<file path="config.mk">
export PLATFORM = sky130hd
export DESIGN_NAME = uart_tx_engine
export DESIGN_NICKNAME = d
export VERILOG_FILES = /design/src/rtl/uart_pkg.sv /design/src/rtl/uart_sync_fifo.sv /design/src/rtl/uart_tx_engine.sv
export SDC_FILE = /design/constraint.sdc
export NUM_CORES = 1
export LEC_CHECK = 0
export ABC_CLOCK_PERIOD_IN_PS = 2940
export BUFFER_PORTS_ARGS = -buffer_cell sky130_fd_sc_hd__buf_4
export CAP_MARGIN = 20
export CORE_MARGIN = 3
export CORE_UTILIZATION = 56
export CTS_CLUSTER_SIZE = 25
export DETAILED_ROUTE_END_ITERATION = 8
export PLACE_DENSITY = 0.86
export SLEW_MARGIN = 20
export SYNTH_ARGS = -nofsm -noshare
export SYNTH_HDL_FRONTEND = slang
export SYNTH_SLANG_ARGS = --single-unit
</file>
<file path="constraint.sdc">
create_clock -name clk_100MHz -period 2.94 [get_ports clk_100MHz]
set_input_delay 0.588 -clock clk_100MHz [delete_from_list [all_inputs] [get_ports clk_100MHz]]
set_output_delay 0.588 -clock clk_100MHz [all_outputs]
set_load 0.1 [all_outputs]
</file>
<file path="src/rtl/uart_pkg.sv">
// Shared state encoding and baud-rate helper for the UART transmitter.
package uart_pkg;

  typedef enum logic [2:0] {
    IDLE,
    START,
    DATA,
    PARITY,
    STOP
  } uart_state_t;

  // Clock cycles per bit; the integer quotient is intentional.
  function automatic int baud_div(input int clk_hz, input int baud);
    return clk_hz / baud;
  endfunction

endpackage

</file>
<file path="src/rtl/uart_sync_fifo.sv">
// Single-clock FIFO with registered occupancy count.
// DEPTH must be a power of two so the pointers wrap naturally.
module uart_sync_fifo #(
  parameter int WIDTH = 8,
  parameter int DEPTH = 16
) (
  input  logic                     clk_100MHz,
  input  logic                     reset,
  input  logic                     push,
  input  logic [WIDTH-1:0]         push_data,
  input  logic                     pop,
  output logic [WIDTH-1:0]         pop_data,
  output logic [$clog2(DEPTH):0]   count,
  output logic                     full,
  output logic                     empty
);

  localparam int AW = $clog2(DEPTH);
  localparam logic [AW:0] FULL_COUNT = (AW+1)'(DEPTH);

  logic [WIDTH-1:0] mem [DEPTH];
  logic [AW-1:0]    wr_ptr;
  logic [AW-1:0]    rd_ptr;
  logic             push_ok;
  logic             pop_ok;

  assign full     = (count == FULL_COUNT);
  assign empty    = (count == '0);
  assign push_ok  = push & ~full;
  assign pop_ok   = pop & ~empty;
  assign pop_data = mem[rd_ptr];

  // NOTE: the storage array has no reset; pointers and count alone define which
  // entries are valid, and a reset-free array can map onto RAM.
  always_ff @(posedge clk_100MHz) begin
    if (push_ok) mem[wr_ptr] <= push_data;
  end

  always_ff @(posedge clk_100MHz or negedge reset) begin
    if (!reset) begin
      wr_ptr <= '0;
      rd_ptr <= '0;
      count  <= '0;
    end else begin
      if (push_ok) wr_ptr <= wr_ptr + 1'b1;
      if (pop_ok)  rd_ptr <= rd_ptr + 1'b1;
      case ({push_ok, pop_ok})
        2'b10:   count <= count + 1'b1;
        2'b01:   count <= count - 1'b1;
        default: count <= count;
      endcase
    end
  end

endmodule

</file>
<file path="src/rtl/uart_tx_engine.sv">
// Buffered UART transmitter: start + DATA_BITS (LSB first) + optional parity + STOP_BITS.
// Define UART_PARITY_EN to compile in the parity bit (odd/even chosen by parity_odd).
module uart_tx_engine #(
  parameter int CLK_HZ     = 100_000_000,
  parameter int BAUD       = 9600,
  parameter int DATA_BITS  = 8,
  parameter int STOP_BITS  = 1,
  parameter int FIFO_DEPTH = 16
) (
  input  logic                          clk_100MHz,
  input  logic                          reset,
  input  logic [DATA_BITS-1:0]          wr_data,
  input  logic                          wr_valid,
  output logic                          wr_ready,
  input  logic                          parity_odd,
  output logic                          tx,
  output logic                          busy,
  output logic [$clog2(FIFO_DEPTH):0]   fifo_count,
  output logic                          overflow
);

  import uart_pkg::*;

  localparam int DIV = baud_div(CLK_HZ, BAUD);
  localparam int CW  = $clog2(DIV);
  localparam int BW  = $clog2(DATA_BITS);
  localparam logic [CW-1:0] DIV_LAST  = CW'(DIV - 1);
  localparam logic [BW-1:0] DATA_LAST = BW'(DATA_BITS - 1);
  localparam logic [BW-1:0] STOP_LAST = BW'(STOP_BITS - 1);

  uart_state_t          state;
  logic [CW-1:0]        baud_cnt;
  logic [BW-1:0]        bit_idx;
  logic [DATA_BITS-1:0] shift_reg;
  logic [DATA_BITS-1:0] head;
  logic                 fifo_full;
  logic                 fifo_empty;
  logic                 push;
  logic                 pop;
  logic                 baud_end;

  uart_sync_fifo #(
    .WIDTH (DATA_BITS),
    .DEPTH (FIFO_DEPTH)
  ) u_fifo (
    .clk_100MHz (clk_100MHz),
    .reset      (reset),
    .push       (push),
    .push_data  (wr_data),
    .pop        (pop),
    .pop_data   (head),
    .count      (fifo_count),
    .full       (fifo_full),
    .empty      (fifo_empty)
  );

  assign wr_ready = ~fifo_full;
  assign push     = wr_valid & wr_ready;
  assign overflow = wr_valid & fifo_full;
  assign busy     = (state != IDLE) | ~fifo_empty;
  assign baud_end = (baud_cnt == DIV_LAST);

  // A new frame is loaded from IDLE, or on the final stop cycle so frames run back to back.
  assign pop = ~fifo_empty &
               ((state == IDLE) ||
                ((state == STOP) && baud_end && (bit_idx == STOP_LAST)));

`ifdef UART_PARITY_EN
  logic parity_bit;

  always_ff @(posedge clk_100MHz or negedge reset) begin
    if (!reset)   parity_bit <= 1'b0;
    else if (pop) parity_bit <= ^head ^ parity_odd;
  end
`else
  logic unused_parity_odd;
  assign unused_parity_odd = parity_odd;
`endif

  // NOTE: every register here uses <= so all updates see the pre-edge values;
  // blocking assignments would let later statements read already-updated state.
  always_ff @(posedge clk_100MHz or negedge reset) begin
    if (!reset) begin
      state     <= IDLE;
      baud_cnt  <= '0;
      bit_idx   <= '0;
      shift_reg <= '0;
      tx        <= 1'b1;
    end else if (pop) begin
      state     <= START;
      baud_cnt  <= '0;
      bit_idx   <= '0;
      shift_reg <= head;
      tx        <= 1'b0;
    end else if (state != IDLE) begin
      baud_cnt <= baud_end ? '0 : baud_cnt + 1'b1;
      if (baud_end) begin
        case (state)
          START: begin
            state   <= DATA;
            bit_idx <= '0;
            tx      <= shift_reg[0];
          end
          DATA: begin
            if (bit_idx == DATA_LAST) begin
              bit_idx <= '0;
`ifdef UART_PARITY_EN
              state   <= PARITY;
              tx      <= parity_bit;
`else
              state   <= STOP;
              tx      <= 1'b1;
`endif
            end else begin
              bit_idx   <= bit_idx + 1'b1;
              shift_reg <= shift_reg >> 1;
              tx        <= shift_reg[1];
            end
          end
`ifdef UART_PARITY_EN
          PARITY: begin
            state   <= STOP;
            bit_idx <= '0;
            tx      <= 1'b1;
          end
`endif
          STOP: begin
            if (bit_idx == STOP_LAST) state <= IDLE;
            else                      bit_idx <= bit_idx + 1'b1;
          end
          default: begin
            state <= IDLE;
            tx    <= 1'b1;
          end
        endcase
      end
    end
  end

endmodule

</file>
==> results of run 1 <==
==> synthesized netlist by cell type, drive strengths merged, types with 2 or more instances <==
master / count
ha: 12
nand2: 29
xnor2: 10
nor2: 33
o22ai: 9
xor2: 5
a22o: 2
o211ai: 2
nand2b: 3
buf: 9
a21oi: 7
nor3b: 2
a311oi: 2
and2: 5
dfrtp: 41
inv: 16
nor4: 2
and3: 12
nand4: 7
nand3: 3
nor3: 11
and4: 5
o21ai: 16
nor2b: 4
a31oi: 6
mux4: 40
edfxtp: 128
a211oi: 2
or3: 4
clkbuf: 11
==> power by group <==
| group | total, mW | switching, mW | internal [mW] |
|---|---|---|---|
| clock network | 2.31 | 1.01 | 1.30 |
| registers | 3.01 | 0.169 | 2.84 |
| logic | 0.853 | 0.581 | 0.272 |
| total | 6.17 | 1.76 | 4.42 |
==> critical path, delay by kind of cell, from the launching register on <==
family        cells  cell delay [ns]
simple gates      2             0.85
buf+inv           2             0.37
flops             1             0.52
==> cell families (layout without fill, tap and decap cells) <==
family	count (synthesis)	after routing	share of synthesized area, %
adders and majority gates	12	12	2.035
muxes	42	42	13.62
buffers and inverters	36	78	2.425
AOI/OAI and AO/OA	54	54	4.715
and+or+nand+nor	127	127	9.057
DFF	170	170	66.37
xor gates and xnor gates	15	15	1.781
==> placed cells by master, fill, tap and decap left out, types with 2 or more instances in the layout <==
| master | netlist | final |
|---|---|---|
| o22ai_1 | 9 | 8 |
| mux4_2 | 18 | 18 |
| inv_1 | 13 | 13 |
| a31oi_1 | 6 | 5 |
| clkinv_8 | 0 | 2 |
| and4_1 | 5 | 5 |
| inv_4 | 0 | 2 |
| clkbuf_16 | 0 | 17 |
| dfrtp_1 | 41 | 35 |
| nor2_1 | 33 | 33 |
| dfrtp_4 | 0 | 3 |
| nand2b_1 | 3 | 3 |
| nand3_1 | 3 | 3 |
| a22o_1 | 2 | 2 |
| bufinv_16 | 0 | 2 |
| and3_1 | 12 | 12 |
| a311oi_1 | 2 | 2 |
| o21ai_0 | 14 | 14 |
| nand2_1 | 29 | 27 |
| inv_6 | 0 | 2 |
| clkinv_4 | 0 | 3 |
| nor3_1 | 11 | 11 |
| nor2b_1 | 4 | 4 |
| and2_1 | 5 | 3 |
| dfrtp_2 | 0 | 3 |
| buf_4 | 0 | 29 |
| ha_1 | 12 | 9 |
| xnor2_1 | 10 | 10 |
| and2_4 | 0 | 2 |
| a21oi_1 | 7 | 7 |
| ha_4 | 0 | 2 |
| edfxtp_1 | 128 | 128 |
| o211ai_1 | 2 | 2 |
| mux4_1 | 22 | 22 |
| inv_8 | 0 | 5 |
| xor2_1 | 5 | 5 |
| o21ai_1 | 2 | 2 |
| or3_1 | 4 | 4 |
| nand4_1 | 7 | 7 |
==> stage by stage <==
stage	instances	power [mW]	hold slack (ns)	setup WS, ns
after global routing	670	6.391	0.1754	-0.03576
after detailed placement	635	3.890	0.5117	0.09554
final	670	6.171	0.1463	0.1876
after floorplan	456	3.613	0.2924	0.02113
after global placement	635	3.815	0.4926	0.2215
after CTS	667	6.201	0.1566	0.07812
==> layer usage <==
metal / wire length [um] / GRT usage (%) / up-vias
li1: - / - / 1852
met4: 371 / 8.499 / 0
met3: 829 / 5.379 / 30
met5: 0 / 0 / -
met1: 5700 / 27.16 / 2109
met2: 7719 / 36.88 / 172
==> final cells by class <==
| cell class | instances | area (um^2) | share of cell area (%) |
|---|---|---|---|
| Timing Repair Buffer | 30 | 237.7 | 2.819 |
| Sequential cell | 170 | 4911 | 58.24 |
| Tap cell | 172 | 215.2 | 2.552 |
| Clock inverter | 15 | 200.2 | 2.374 |
| Clock buffer | 17 | 425.4 | 5.045 |
| Inverter | 16 | 65.06 | 0.7716 |
| Multi-Input combinational cell | 250 | 2377 | 28.19 |
==> timing repair <==
item	CTS	global route
endpoints found under the setup margin	0	2
gates resized for setup	0	6
setup buffers	0	3
endpoints found under the hold margin	0	0
==> worst paths after layout <==
| path | endpoint | slack, ns | cells past startpoint |
|---|---|---|---|
| min in group clk_100MHz | u_fifo.mem[6][3] | 0.46 | 1 |
| min reg2reg | shift_reg[7] | 0.53 | 2 |
| max reg2reg | u_fifo.count[4] | 0.19 | 15 |
| max | busy | 0.19 | 4 |
| max in group asynchronous | u_fifo.count[1] | 2.37 | 1 |
| min | baud_cnt[5] | 0.15 | 1 |
==> metrics, run 1 <==
status=finished clean; DR pass1 iterations=5; Post-Synthesis Cells=456; Antenna Cells=0; CP max stage cell=nor3_1; worst-margin pin slew=0.6088 ns; Vias=4163; Seq cells post-synth=170; Area growth syn-to-layout=14.30%; area leader, netlist=edfxtp_1; Skew-Pair Late Insertion Delay=0.43 ns; Mapped Area=0.007377 mm^2; Post-synth EDFFs=128; sequential-to-total area share from yosys stat=66.37%; Die W=120.8 um; Total Routed Length=14.62 mm; largest net degree at the start of global routing=43; hold_buf cts=0; Remaining Overflow, GRT=0; antenna violations before repair=0; # setup viols final=0; Lkg Pwr=3.084 nW; largest stage delay on the critical path=0.53 ns; Iteration-0 DRC Markers=437; # clock sinks=170; kind of critical path=flop to output pin; Synth cell types=56; post-route ant nets=0; Filler cells=844; total track usage=21.75%; FMAX=0.3633 GHz; Ports=21; CTS buffer count=17; largest cells by area after synthesis=edfxtp_1 52%, dfrtp_1 14%, mux4_1 7.8%; initial core utilization=57.75%; max reg flops=128; Final Hold Fails=0; Async S/R FF share, synth=24.71%; Via density=6.213; critical path required time=2.35 ns; Net Count, Synth=480; CTS tree=done; CP Capture Type=output pin; number of global-route vias before repair=4223; layout cell share with drive strength beyond 1=21.69%; CP cell instances=nor3_1 -> and3b_1 -> inv_2 -> buf_4; Rows=41; Pwr per Cell Area=731.9 mW/mm^2; H-tree levels=4; HPWL after DPL=9.145 mm; Tcrit/Tclk final=93.62%; clk_skew=0.01230 ns; die area=0.01459 mm^2; Final Critical Period=2.752 ns; crit path launch=state[2]; DR DRC count=0; root buffer cell=clkbuf_16; CP startpoint kind=flop; post-synth top area share=52.10%; synth warn=0; first-pass GRT wire length=23.32 mm; Final Util=66.01%; maxcap violations=0; Port Buf Inserts=19; core area=0.01277 mm^2; Final Instance Area=0.008432 mm^2; Hold Crit Class=input port to async pin; area post-placement=0.007755 mm^2; RR Startpoint=bit_idx[0]; WL/cell=21.82 um; VDD IR max=885.1 uV; Rel. slew slack=59.42%; Main synth FF type=edfxtp_1; Final nets=509; CP Data Arrival Time=2.16 ns; Final Wtd Congestion=0.9143; Mapped Avg Cell Area=16.18 um^2; CTS clk-pin slew, worst paths=0.07 ns; Max Slew Vio Count=0; setup TNS=0 ns; clk buf depth=2; CP Max Fanout=12; Die Ht=120.8 um
(Power assumes the default switching activity.)
==> run 2: changes to the inputs <==
CORE_UTILIZATION = 58   (was 56)
CTS_BUF_LIST = sky130_fd_sc_hd__clkbuf_4 sky130_fd_sc_hd__clkbuf_8   (was not set)
PLACE_DENSITY = 0.88   (was 0.86)
==> run 2 against run 1 <==
Net effect:
- total power shrank 12%
- first-iteration DRC count shrank 8.2%
- critical path type unchanged
- highest routed layer unchanged
- register-to-register slack hardly changed
- combinational power shrank 0.9%
- critical endpoint unchanged
- critical path depth unchanged
- fmax fell by 0.32%
- hold slack got worse by 0.028 ns
==> metrics, run 2 (synthesis gave the netlist of run 1 again) <==
Pwr per Cell Area=659.2 mW/mm^2; Hold Crit Class=input port to async pin; root buffer cell=clkbuf_8; Via density=6.121; FMAX=0.3621 GHz; CTS buffer count=17; Filler cells=796; commonest non-fill, non-tap cell in the layout=edfxtp_1; register area=0.004911 mm^2; CP startpoint kind=flop; CP Capture Type=output pin; Total Routed Length=13.87 mm; core area=0.01221 mm^2; CTS tree=done; DR DRC count=0; Final Wtd Congestion=0.8555; maxcap violations=0; fin cells=670; Die W=118.8 um; placed cell count=631; Rows=40; multi-input combinational cell area=0.002376 mm^2; Remaining Overflow, GRT=0; Die Ht=118.8 um; # setup viols final=0; Iteration-0 DRC Markers=401; CP Max Fanout=12; status=finished clean; setup TNS=0 ns; CTS clk-pin slew, worst paths=0.09 ns; H-tree levels=4; VDD IR max=462.0 uV; initial core utilization=60.41%; first-pass GRT wire length=22.34 mm; kind of critical path=flop to output pin; post-route ant nets=0; Final Hold Fails=0; max reg flops=128; total track usage=20.91%; Ports=21; worst-margin pin slew=0.7094 ns; Antenna Cells=0; CP Data Arrival Time=2.17 ns; commonest non-fill, non-tap cells in the layout=128 x edfxtp_1, 35 x dfrtp_1, 33 x nor2_1, 33 x buf_4, 26 x nand2_1; HPWL after DPL=9.161 mm; number of global-route vias before repair=4185; hold_buf cts=0; largest net degree at the start of global routing=43; DR pass1 iterations=5; Final nets=513; Area growth syn-to-layout=11.33%; # clock sinks=170; Skew-Pair Late Insertion Delay=0.46 ns; critical path required time=2.35 ns; clk_skew=0.01842 ns; WL/cell=20.70 um; Port Buf Inserts=19; Rel. slew slack=52.70%; die area=0.01411 mm^2; Max Slew Vio Count=0; Final Critical Period=2.761 ns; Tcrit/Tclk final=93.92%; Vias=4101; layout cell share with drive strength beyond 1=21.51%; Lkg Pwr=2.990 nW; antenna violations before repair=0; clk buf depth=2
[run 2: changes by cell type in the layout (fill, tap and decap cells not counted), sizes merged]
cell	previous run	this run
buf	30	34
bufinv	2	1
clkbuf	17	18
clkinv	5	7
inv	23	21
[run 2: final timing paths]
check | startpoint | end | slack (ns) | cells after the start
min reg2reg | bit_idx[1] | bit_idx[1] | 0.52 | 2
max in group asynchronous | reset | u_fifo.count[1] | 2.39 | 1
min | reset | u_fifo.wr_ptr[3] | 0.12 | 1
max | state[2] | busy | 0.18 | 4
max reg2reg | u_fifo.count[3] | u_fifo.count[3] | 0.18 | 12
min in group clk_100MHz | wr_data[7] | u_fifo.mem[5][7] | 0.43 | 1
[run 2: area by class of cell]
cell class / count / area share [%]
clock buffers: 18 / 2.940
clock inverters: 14 / 1.722
inverters: 16 / 0.7922
multi-input cells: 250 / 28.93
flip-flops and latches: 170 / 59.80
well taps: 168 / 2.559
repair buffers: 34 / 3.260
[run 2: power breakdown]
group / total, mW / internal [mW] / leakage [nW] / switching [mW]
logic: 0.845 / 0.277 / 1.12 / 0.568
registers: 3.00 / 2.84 / 1.68 / 0.160
clock network: 1.57 / 0.702 / 0.194 / 0.871
total: 5.41 / 3.82 / 2.99 / 1.60
[run 2: worst max-delay path: stages (launching register included)]
cell	delay [ns]
dfrtp_1	0.52
nor3_1	0.52
and3b_1	0.32
inv_2	0.11
buf_4	0.25
[run 2: what timing repair did]
action	CTS	global route
buffers inserted	0	7
endpoints found under the hold margin	0	0
setup endpoints to repair	0	2
resized for setup	0	6
[run 2: per-layer routing]
layer  wire length (um)  track usage, %  vias up
met5                  0               0        -
met4                233           6.372        0
met3                806           5.024       28
met2               7383           36.27      155
met1               5445           26.24     2051
li1                   -               -     1867
[run 2: metrics by stage]
step	total power, mW	util (%)	setup slack (ns)	cell area, um^2	hold slack (ns)
after global routing	5.633	67.25	-0.02245	8213	0.1416
after CTS	5.435	66.60	0.08910	8133	0.1069
after global placement	3.812	63.46	0.2233	7750	0.4911
final	5.414	67.25	0.1786	8213	0.1187
after floorplan	3.613	-	0.02113	7452	0.2924
after detailed placement	3.881	63.46	0.1320	7750	0.5079
==> run 3: changes to the inputs <==
ABC_AREA = 1   (was not set)
==> run 3 against run 2 <==
Net effect:
- non-clock buffer count is 6 higher
- critical path type is now flop to flop
- die area is 1.9% higher
- highest routed layer unchanged
- register-to-register slack better by 0.12 ns
- combinational power is 13% higher
- via count is 31% higher
- utilization hardly changed
- global-route usage is 3.2 points higher
- largest power group unchanged
- final cell count is 32% higher
- hold slack worse by 0.016 ns
- largest cell class unchanged
==> metrics, run 3 <==
core area=0.01236 mm^2; WL/cell=18.53 um; antenna violations before repair=0; CTS clk-pin slew, worst paths=0.09 ns; Vias=5392; synth cell count leaders=128 x edfxtp_1, 114 x nor2_1, 87 x nand2_1; Async S/R FF share, synth=24.71%; max reg flops=128; largest net degree at the start of global routing=68; initial core utilization=60.88%; Port Buf Inserts=19; Final nets=731; r2r setup slk=0.30 ns; total track usage=24.06%; CP max stage cell=dfrtp_1; DR pass1 iterations=5; layout cell share with drive strength beyond 1=15.58%; critical path depth=15; CTS buffer count=17; number of global-route vias before repair=5338; CP Data Arrival Time=2.99 ns; critical path required time=3.29 ns; Mapped Area=0.007526 mm^2; Total Routed Length=16.44 mm; clk buf depth=2; clk_skew=0.009311 ns; Post-synth EDFFs=128; post-cts gate resize count=0; Area growth syn-to-layout=10.54%; Via density=6.079; Seq cells post-synth=170; Iteration-0 DRC Markers=624; FMAX=0.3788 GHz; Skew-Pair Late Insertion Delay=0.45 ns; largest cells by area after synthesis=edfxtp_1 51%, dfrtp_1 14%, nor2_1 5.7%; sequential-to-total area share from yosys stat=65.05%; VDD IR max=907.7 uV; CP Capture Type=flop; Remaining Overflow, GRT=0; Post-Synthesis Cells=675; Net Count, Synth=699; Pwr per Cell Area=661.2 mW/mm^2; Final Wtd Congestion=0.8609; Worst Path Buf+Inv=3; Final Hold Fails=0; DR DRC count=0; synth warn=0; H-tree levels=4; RSZ-0062 raised after global routing=no; worst r2r dst=u_fifo.count[4]; largest stage delay on the critical path=0.39 ns; Die W=119.9 um; Tcrit/Tclk final=89.79%; post-synth top area share=51.07%; kind of critical path=flop to flop; most frequent cell after synthesis=edfxtp_1; Final Instance Area=0.008319 mm^2; RR Startpoint=bit_idx[0]; CP cell instances=inv_1 -> ha_1 -> inv_1 -> nor2_1 -> o21ai_1 -> nor2_2 -> nand2_4 -> inv_2 -> ha_1 -> ha_1 -> or2_2 -> nand3b_1 -> nand2_1 -> nand2_1 -> nand2_1; worst-margin pin slew=0.9015 ns; Rel. slew slack=39.83%; Main synth FF type=edfxtp_1; # setup viols final=0; status=finished clean; crit-path leading delay family=simple AND/OR/NAND/NOR gates; maxcap violations=0; Hold Crit Class=input port to async pin; setup TNS=0 ns; root buffer cell=clkbuf_8; die area=0.01438 mm^2; worst r2r path cells=15; HPWL after DPL=10.24 mm; Ports=21; Max Slew Vio Count=0; hold_buf cts=0; Lkg Pwr=3.105 nW; Rows=40; area post-placement=0.007941 mm^2; Mapped Avg Cell Area=11.15 um^2; # clock sinks=170; CP Max Fanout=17; Antenna Cells=0; CP startpoint kind=flop; first-pass GRT wire length=26.68 mm; area leader, netlist=edfxtp_1; Final Critical Period=2.640 ns; setup bufs post-CTS=0; Die Ht=119.9 um; commonest non-fill, non-tap cells in the layout=128 x edfxtp_1, 113 x nor2_1, 87 x nand2_1; CTS tree=done; Synth cell types=47; commonest non-fill, non-tap cell in the layout=edfxtp_1; post-route ant nets=0
run 3: area by class of cell:
type                            instances  area, um^2
Clock buffer                           17       234.0
Clock inverter                         14       143.9
Fill cell                             840        4043
Inverter                               38       145.1
Multi-Input combinational cell        440        2371
Sequential cell                       170        4902
Tap cell                              168       210.2
Timing Repair Buffer                   40       312.8
run 3: cells by family after synthesis:
family / synth area share [%]
AND/OR/NAND/NOR: 16.49
AO/OA/AOI/OAI: 11.35
XOR/XNOR: 1.396
adder cells (fa/ha/maj): 1.995
flip-flops: 65.05
buffers and inverters: 3.707
run 3: worst max-delay path by stage:
stage	from	to	slack [ns]
after floorplan	u_fifo.count[3]	u_fifo.count[4]	0.02
after global placement	baud_cnt[0]	u_fifo.count[4]	0.44
after detailed placement	bit_idx[0]	u_fifo.count[4]	0.36
after CTS	bit_idx[0]	u_fifo.count[4]	0.34
after global routing	bit_idx[0]	u_fifo.count[4]	0.13
final	bit_idx[0]	u_fifo.count[4]	0.30
run 3: layer usage:
metal	GRT usage, %	share of wire, %	vias up
li1	-	-	2453
met1	30.52	39	2625
met2	38.78	49	264
met3	6.173	8.1	50
met4	11.67	3.4	0
met5	0	0	-
run 3: metrics by stage:
step           instances  util [%]  hold slack, ns  power, mW  worst slack [ns]
2_1_floorplan        675         -          0.2924      3.643           0.01611
3_3_place_gp         856     64.24          0.4730      3.901            0.4443
3_5_place_dp         856     64.24          0.4839      3.950            0.3623
4_1_cts              887     67.30          0.1036      5.513            0.3355
5_1_grt              887     67.30          0.1335      5.719            0.1323
6_report             887     67.30          0.1031      5.501            0.3003
run 3: report_power, final:
group | switching, mW | total, mW | internal [mW]
Sequential | 0.132 | 2.96 | 2.83
Combinational | 0.704 | 0.951 | 0.247
Clock | 0.837 | 1.59 | 0.753
Total | 1.67 | 5.50 | 3.83
